`config.mk`:
```
export PLATFORM = sky130hd
export DESIGN_NAME = mips_cpu_muldiv
export DESIGN_NICKNAME = d
export VERILOG_FILES = /design/src/rtl/mips_cpu_muldiv_pkg.sv /design/src/rtl/mips_cpu_divider_iter.sv /design/src/rtl/mips_cpu_muldiv.sv
export SDC_FILE = /design/constraint.sdc
export NUM_CORES = 1
export LEC_CHECK = 0
export ABC_AREA = 1
export CAP_MARGIN = 15
export CORE_MARGIN = 5
export CORE_UTILIZATION = 25
export CTS_BUF_LIST = sky130_fd_sc_hd__clkbuf_8
export DETAILED_ROUTE_END_ITERATION = 8
export GPL_TIMING_DRIVEN = 0
export SYNTH_ARGS = -nofsm -noshare
export SYNTH_HDL_FRONTEND = slang
export SYNTH_SLANG_ARGS = --single-unit
```
`constraint.sdc`:
```
create_clock -name clk -period 9.4 [get_ports clk]
set_clock_uncertainty 0.05 [all_clocks]
set_input_delay 1.41 -clock clk [delete_from_list [all_inputs] [get_ports clk]]
set_output_delay 1.41 -clock clk [all_outputs]
set_load 0.05 [all_outputs]
```
`src/rtl/mips_cpu_muldiv_pkg.sv`:
```
// rtl/mips_cpu_muldiv_pkg.sv - shared op codes and FSM states for the mul/div unit
package mips_cpu_muldiv_pkg;

    typedef enum logic [2:0] {
        MD_MULT  = 3'd0,
        MD_MULTU = 3'd1,
        MD_DIV   = 3'd2,
        MD_DIVU  = 3'd3,
        MD_MTHI  = 3'd4,
        MD_MTLO  = 3'd5
    } md_op_t;

    typedef enum logic [1:0] {
        ST_IDLE = 2'd0,
        ST_CALC = 2'd1,
        ST_FIX  = 2'd2
    } md_state_t;

endpackage

```
`src/rtl/mips_cpu_divider_iter.sv`:
```
// rtl/mips_cpu_divider_iter.sv - restoring divider on magnitudes, one quotient bit per step
module mips_cpu_divider_iter #(
    parameter int WIDTH = 32
) (
    input  logic             clk,
    input  logic             reset,
    input  logic             load,
    input  logic             step,
    input  logic [WIDTH-1:0] dividend,
    input  logic [WIDTH-1:0] divisor,
    output logic [WIDTH-1:0] quotient,
    output logic [WIDTH-1:0] remainder
);

    logic [WIDTH-1:0] quo, rem, dvs, diff;
    logic [WIDTH:0]   shifted;
    logic             ge;

    // quo doubles as the dividend shift register; freed low bits receive quotient bits
    assign shifted = {rem, quo[WIDTH-1]};
    assign ge      = shifted >= {1'b0, dvs};
    assign diff    = shifted[WIDTH-1:0] - dvs;

    always_ff @(posedge clk or posedge reset) begin
        if (reset) begin
            quo <= '0;
            rem <= '0;
            dvs <= '0;
        end else if (load) begin
            quo <= dividend;
            rem <= '0;
            dvs <= divisor;
        end else if (step) begin
            rem <= ge ? diff : shifted[WIDTH-1:0];
            quo <= {quo[WIDTH-2:0], ge};
        end
    end

    assign quotient  = quo;
    assign remainder = rem;

endmodule

```
`src/rtl/mips_cpu_muldiv.sv`:
```
// rtl/mips_cpu_muldiv.sv - iterative MIPS HI/LO multiply/divide unit
module mips_cpu_muldiv
    import mips_cpu_muldiv_pkg::*;
#(
    parameter int WIDTH = 32
) (
    input  logic             clk,
    input  logic             reset,
    input  logic             start,
    input  logic [2:0]       op,
    input  logic [WIDTH-1:0] a,
    input  logic [WIDTH-1:0] b,
    output logic             busy,
    output logic             done,
    output logic [WIDTH-1:0] hi,
    output logic [WIDTH-1:0] lo
);

    localparam int CW = $clog2(WIDTH) + 1;

    md_state_t          state;
    logic [CW-1:0]      cnt;
    logic               op_div, neg_a, neg_b, b_zero;
    logic [WIDTH-1:0]   a_r, mcand, quo, rem;
    logic [2*WIDTH-1:0] prod, prod_fixed;
    logic [WIDTH:0]     psum;
    logic               is_calc_op, is_signed_op, start_calc;
    logic [WIDTH-1:0]   a_mag, b_mag;

    always_comb begin
        is_calc_op   = (op == MD_MULT) || (op == MD_MULTU) || (op == MD_DIV) || (op == MD_DIVU);
        is_signed_op = (op == MD_MULT) || (op == MD_DIV);
        a_mag        = (is_signed_op && a[WIDTH-1]) ? -a : a;
        b_mag        = (is_signed_op && b[WIDTH-1]) ? -b : b;
        start_calc   = (state == ST_IDLE) && start && is_calc_op;
    end

    // Multiplier bits sit in the low half of prod and are consumed as the accumulator shifts in
    assign psum       = {1'b0, prod[2*WIDTH-1:WIDTH]} + (prod[0] ? {1'b0, mcand} : '0);
    assign prod_fixed = (neg_a ^ neg_b) ? -prod : prod;

    mips_cpu_divider_iter #(.WIDTH(WIDTH)) u_div (
        .clk       (clk),
        .reset     (reset),
        .load      (start_calc),
        .step      ((state == ST_CALC) && op_div),
        .dividend  (a_mag),
        .divisor   (b_mag),
        .quotient  (quo),
        .remainder (rem)
    );

    always_ff @(posedge clk or posedge reset) begin
        if (reset) begin
            state  <= ST_IDLE;
            cnt    <= '0;
            op_div <= 1'b0;
            neg_a  <= 1'b0;
            neg_b  <= 1'b0;
            b_zero <= 1'b0;
            a_r    <= '0;
            mcand  <= '0;
            prod   <= '0;
            hi     <= '0;
            lo     <= '0;
            done   <= 1'b0;
        end else begin
            done <= 1'b0;
            case (state)
                ST_IDLE: begin
                    if (start_calc) begin
                        state  <= ST_CALC;
                        cnt    <= '0;
                        op_div <= (op == MD_DIV) || (op == MD_DIVU);
                        neg_a  <= is_signed_op && a[WIDTH-1];
                        neg_b  <= is_signed_op && b[WIDTH-1];
                        b_zero <= (b == '0);
                        a_r    <= a;
                        mcand  <= a_mag;
                        prod   <= {{WIDTH{1'b0}}, b_mag};
                    end else if (start && op == MD_MTHI) begin
                        hi   <= a;
                        done <= 1'b1;
                    end else if (start && op == MD_MTLO) begin
                        lo   <= a;
                        done <= 1'b1;
                    end
                end
                ST_CALC: begin
                    if (!op_div) begin
                        prod <= {psum, prod[WIDTH-1:1]};
                    end
                    cnt <= cnt + CW'(1);
                    if (cnt == CW'(WIDTH - 1)) begin
                        state <= ST_FIX;
                    end
                end
                ST_FIX: begin
                    state <= ST_IDLE;
                    done  <= 1'b1;
                    if (!op_div) begin
                        {hi, lo} <= prod_fixed;
                    end else if (b_zero) begin
                        hi <= a_r;
                        lo <= '1;
                    end else begin
                        lo <= (neg_a ^ neg_b) ? -quo : quo;
                        hi <= neg_a ? -rem : rem;
                    end
                end
                default: state <= ST_IDLE;
            endcase
        end
    end

    assign busy = (state != ST_IDLE);

endmodule

```
Yosys cells after proc, flatten, opt, wreduce, memory -nomap -nowiden
Cells that the tools add are included.

Flip-flop bits (word level): 301. Latch bits: 0. RAM bits: 0. ROM bits: 0. Bits of input ports: 70. Output and inout port bits: 66. Word-level logic and storage cells: 99. Memories: 0.

Add/subtract/negate cells: 8. Multiply operators: 0. Div/mod/pow operators: 0. Order comparisons: 1. Equality and inequality tests: 15. Shifts and indexed selects: 0. Muxes and demuxes: 34. Bitwise logic cells: 1. Reductions and logical operators: 25.

Operator list (count): $mux W32 (19); $mux W64 (3); $neg A32 Y32 (4); $pmux W32 S2 (2); $pmux W64 S2 (1); $neg A64 Y64 (1); $add A32 B32 Y33 (1); $ge A33 B32 Y1 (1); $logic_not A32 Y1 (1); $sub A32 B32 Y32 (1); $pmux W6 S2 (1); $ne A2 B2 Y1 const B (4); $reduce_bool A2 Y1 (4); $logic_and A1 B1 Y1 (7); $add A6 B1 Y6 const B (1); $eq A3 B2 Y1 const B (2); $eq A3 B3 Y1 const B (2); $eq A6 B5 Y1 const B (1); $mux W6 (1); $ne A2 B1 Y1 const B (3); $reduce_and A2 Y1 (3); $reduce_and A3 Y1 (2); $logic_or A1 B1 Y1 (5); $mux W2 (2); 10 further kinds (12).

Logic depth before layout (Yosys ltp)
Depth after elaboration: 7. Mapped depth: 21. Mapped depth without buffers: 19.

Hierarchy
Synthesis repeated with hierarchy kept, for this count alone.

Cells, all modules: 3927. Area total of the unflattened synthesis: 24156.9 µm².

Modules (own cells, without submodules): mips_cpu_muldiv (times used 1, cells an instance 2874, area each 17242.8 µm², seq. area each 5104.9 µm²); mips_cpu_divider_iter (times used 1, cells an instance 1053, area each 6914.1 µm², seq. area each 2402.3 µm²).

Worst setup path after synthesis
OpenSTA, ideal clock, no wires.

Kind: input to register. From: input a[1]. To: register u_div.quo[28], in the netlist u_div.quotient[28]. Arrival: 2782 ps. Setup slack: 6446 ps. Stages: 15. Buffers on the path: 0. Cell sequence: inv_1 -> ha_1 -> nand3_1 -> nor2_1 -> inv_1 -> nor2_2 -> inv_1 -> nor2_1 -> nand2_1 -> nand2_2 -> nand3_1 -> nor2_1 -> nand2_1 -> nand3_1 -> nand2_1.

Longest elaborated chain between the ends: 3.

Ends and longest elaborated chain: start, declared (RTL line mips_cpu_muldiv.sv:11) `input logic [WIDTH-1:0] a,`; $neg A32 Y32 (RTL line mips_cpu_muldiv.sv:33) `a_mag = (is_signed_op && a[WIDTH-1]) ? -a : a;`; $mux W32 (RTL line mips_cpu_muldiv.sv:33); $mux W32 (RTL line mips_cpu_divider_iter.sv:29) `end else if (load) begin`; end signal, assigned (RTL line mips_cpu_divider_iter.sv:30) `quo <= dividend;`; end signal, assigned (RTL line mips_cpu_divider_iter.sv:35) `quo <= {quo[WIDTH-2:0], ge};`; end, declared (RTL line mips_cpu_divider_iter.sv:15) `logic [WIDTH-1:0] quo, rem, dvs, diff;`.

No other way between the ends. A chain may end at the register's enable or synchronous reset.

Worst setup path in the final report
From: input op[2]. To: register u_div.quo[21], in the netlist u_div.quotient[21].

Longest elaborated chain between the ends: 6. Elaborated cells between the ends (all ways): 13. Classes of those cells: eq/ne: 3; mux: 2; reduce/logical: 8.

Ends and longest elaborated chain: start, declared (RTL line mips_cpu_muldiv.sv:10) `input logic [2:0] op,`; $eq A3 B1 Y1 or $logic_not A3 Y1 (tied branches) (RTL line mips_cpu_muldiv.sv:31, mips_cpu_muldiv.sv:32); $logic_or A1 B1 Y1 (3 in a row) (RTL line mips_cpu_muldiv.sv:31) `is_calc_op = (op == MD_MULT) || (op == MD_MULTU) || (op == MD_DIV) || (op == MD_DIVU);`; $logic_and A1 B1 Y1 (RTL line mips_cpu_muldiv.sv:35) `start_calc = (state == ST_IDLE) && start && is_calc_op;`; $mux W32 or $reduce_bool A2 Y1 (tied branches).

Several ways; a longest one is shown, not always the timed one.

==> results.tsv <==
metric	value	unit
status	finished, final reports clean	
synth top area cells	dfrtp_1 32%, nand2_1 16%, nor2_1 8.4%	
layout cell share with drive strength beyond 1	4.60	%
CP max FO	10	
Seq cells post-synth	300	
ys flop type	dfrtp_1	
HP Class	reg -> reg	
initial antenna violation count	0	
Slew @ Worst Pin	1.11	ns
pwr dens	429	nW/um^2
Worst EP arrival	4.76	ns
Syn Nets	3807	
CTS H-tree depth	2	
Post-synth EDFFs	0	
Critical Path Start Type	primary input	
Leakage	12.9	nW
count of input and output buffers	135	
final WL	113	mm
vias in the first global route	25200	
max frequency	233	MHz
R2R setup slack	5.42	ns
gr ovfl total	0	
largest net degree at the start of global routing	43	
Mean Syn Cell Area	6.31	sq um
Final Hold Fails	0	
Worst R2R Start	prod[0]	
Finished Layout Cells	5153	
Peak VDD IR	0.256	mV
CTS Buf Count	58	
placed cells	5052	
Worst-path clk slew	0.07	ns
minimum clock period	4.30	ns
Setup-failing EPs final	0	
area grow syn2layout	18.6	%
hold path cells	1	
die area	98700	sq um
core area	91800	sq um
Hold Path Sink	state[1]	
first-pass GRT wire length	166	mm
DRT iter0 DRCs	2772	
worst r2r path cells	21	
diode count	0	
WP data required	9.86	ns
Total GRT Usage	22.2	%
Pins Over Slew Limit	0	
CTS sink cnt	300	
die span in x	314	um
Synth cell types	54	
Core Util, Final	29.9	%
Power Total	0.0118	W
Clock Root Buffer	clkbuf_8	
starting density of the core	25.2	%
sequential share of the synthesized area	32.4	%
vias	26300	
min-delay src	cnt[5]	
Pre-antenna DRT Iters	7	
hold_ws	0.406	ns
Rel. slew slack	25.7	%
Residual DRC	0	
CTS tree	yes	
Die Ht	314	um
Synth Warn #	0	
Final HPWL DP	93.4	mm
Cells after Synth	3665	
Avg WL per Cell	22.0	um
worst skew pair latency	0.70	ns
antenna viol nets, final	0	
Cell Rows	111	
Final nets	4011	
r2r endpoint	prod[61]	
IO Pins	136	
setup tns final	0	ns
top cell type's share of synthesized area	32.4	%
RD Place Congestion	1.02	
Post-CTS Setup Repair Bufs	0	
post-synthesis cell area	23100	sq um
biggest area consumer among synthesized cells	dfrtp_1	
Final period util	45.7	%
CP endpoint kind	flip-flop	
post-DR vias/cell	5.11	
ys async rst share	100	%
CP Class	in -> reg	
RSZ-0062 raised after global routing	no	
worst-case clock buffer depth	3	
CTS resizes	0	
hold_buf cts	0	
max cap viols	0	
-- registers in the layout (all words and copies together) (netlist names), 2 cells and up --
| register | flops |
|---|---|
| a_r | 32 |
| cnt | 6 |
| hi | 32 |
| lo | 32 |
| mcand | 31 |
| prod | 64 |
| state | 2 |
| u_div.dvs | 32 |
| u_div.quotient | 32 |
| u_div.remainder | 32 |
-- how the worst max path moves through the flow --
stage,cells past startpoint,startpoint,slack [ns],to
floorplan,1,reset,3.95,a_r[0]
global placement,2,reset,1.35,lo[14]
detailed placement,10,op[2],4.57,u_div.quotient[21]
CTS,10,op[2],5.31,u_div.quotient[21]
global route,10,op[2],4.97,u_div.quotient[21]
finish,10,op[2],5.10,u_div.quotient[21]
-- cell usage after synthesis, drive strengths merged, types with 43 or more instances --
cell    count
o21ai     343
nand3     327
nor2      522
nand2    1002
xor2       45
clkbuf     80
buf        51
inv       420
dfrtp     300
a21oi     260
nand4      43
ha         70
-- area by class of cell --
class | count | area [sq um]
buffer | 131 | 594
clock buffer | 74 | 1020
clock inverter | 27 | 216
fill | 10300 | 64400
inverter | 423 | 1590
multi-input combinational | 2811 | 13400
sequential | 300 | 7510
tap | 1243 | 1560
timing repair buffer | 144 | 1520
-- cell families after synthesis --
kind of cell	Yosys count	share of synthesized area, %
AOI/OAI and AO/OA	718	16.8
xor gates and xnor gates	60	2.27
adders and majority gates	72	3.96
buffers and inverters	554	9.43
DFF	300	32.4
and+or+nand+nor	1961	35.1
-- power breakdown --
part | internal, W | switching, W
Clock | 0.000788 | 0.000637
Sequential | 0.00195 | 0.000630
Combinational | 0.00228 | 0.00548
Total | 0.00502 | 0.00675
-- cell usage in the layout (no fill, tap or decap), types with 4 or more instances in the layout --
master | Yosys | layout
a21o_1 | 4 | 4
inv_2 | 5 | 5
or2_2 | 8 | 8
inv_1 | 415 | 430
nand3_1 | 326 | 326
nand2_1 | 990 | 990
nand4_1 | 42 | 42
clkbuf_8 | 0 | 74
o22ai_1 | 21 | 21
buf_4 | 4 | 5
buf_2 | 34 | 34
buf_6 | 6 | 6
o21a_1 | 7 | 7
o21bai_1 | 4 | 4
ha_1 | 70 | 70
dfrtp_1 | 300 | 300
nand2_2 | 11 | 11
a21oi_1 | 259 | 259
o221ai_1 | 11 | 11
nor3_1 | 34 | 34
a31oi_1 | 15 | 15
nor2_1 | 515 | 515
o21ai_0 | 323 | 323
clkbuf_1 | 80 | 80
o211ai_1 | 25 | 25
o21ai_1 | 18 | 18
clkinv_2 | 0 | 5
xor2_1 | 45 | 45
buf_12 | 0 | 8
clkdlybuf4s50_1 | 0 | 135
a22oi_1 | 16 | 16
xnor2_1 | 15 | 15
buf_1 | 7 | 7
nor2_2 | 4 | 4
nor4_1 | 6 | 6
nand3b_1 | 11 | 11
-- metal layers --
metal / GRT usage (%) / routed length [um] / part of all wire, % / vias up
met1: 29.2 / 48000 / 42 / 12500
met3: 4.17 / 9250 / 8.1 / 280
met4: 10.3 / 6320 / 5.6 / 0
li1: - / - / - / 12400
met5: 0 / 0 / 0 / -
met2: 35.5 / 50000 / 44 / 1197
-- worst max-delay path, cell delays in order --
cell and delay, ns:
clkdlybuf4s50_1 0.48, nor2_1 0.85, inv_1 0.14, nor2_1 0.32, buf_2 0.32, nand2_1 0.11, o21ai_0 0.70, o21ai_0 0.19
nand2_1 0.09, o21ai_0 0.13
-- stage by stage --
| stage | setup WS, ns | instance area, sq um |
|---|---|---|
| 2_1_floorplan | 3.95 | 23100 |
| 3_3_place_gp | 1.35 | 26000 |
| 3_5_place_dp | 4.57 | 26200 |
| 4_1_cts | 5.31 | 27400 |
| 5_1_grt | 4.97 | 27400 |
| 6_report | 5.10 | 27400 |
(Power assumes the default switching activity.)
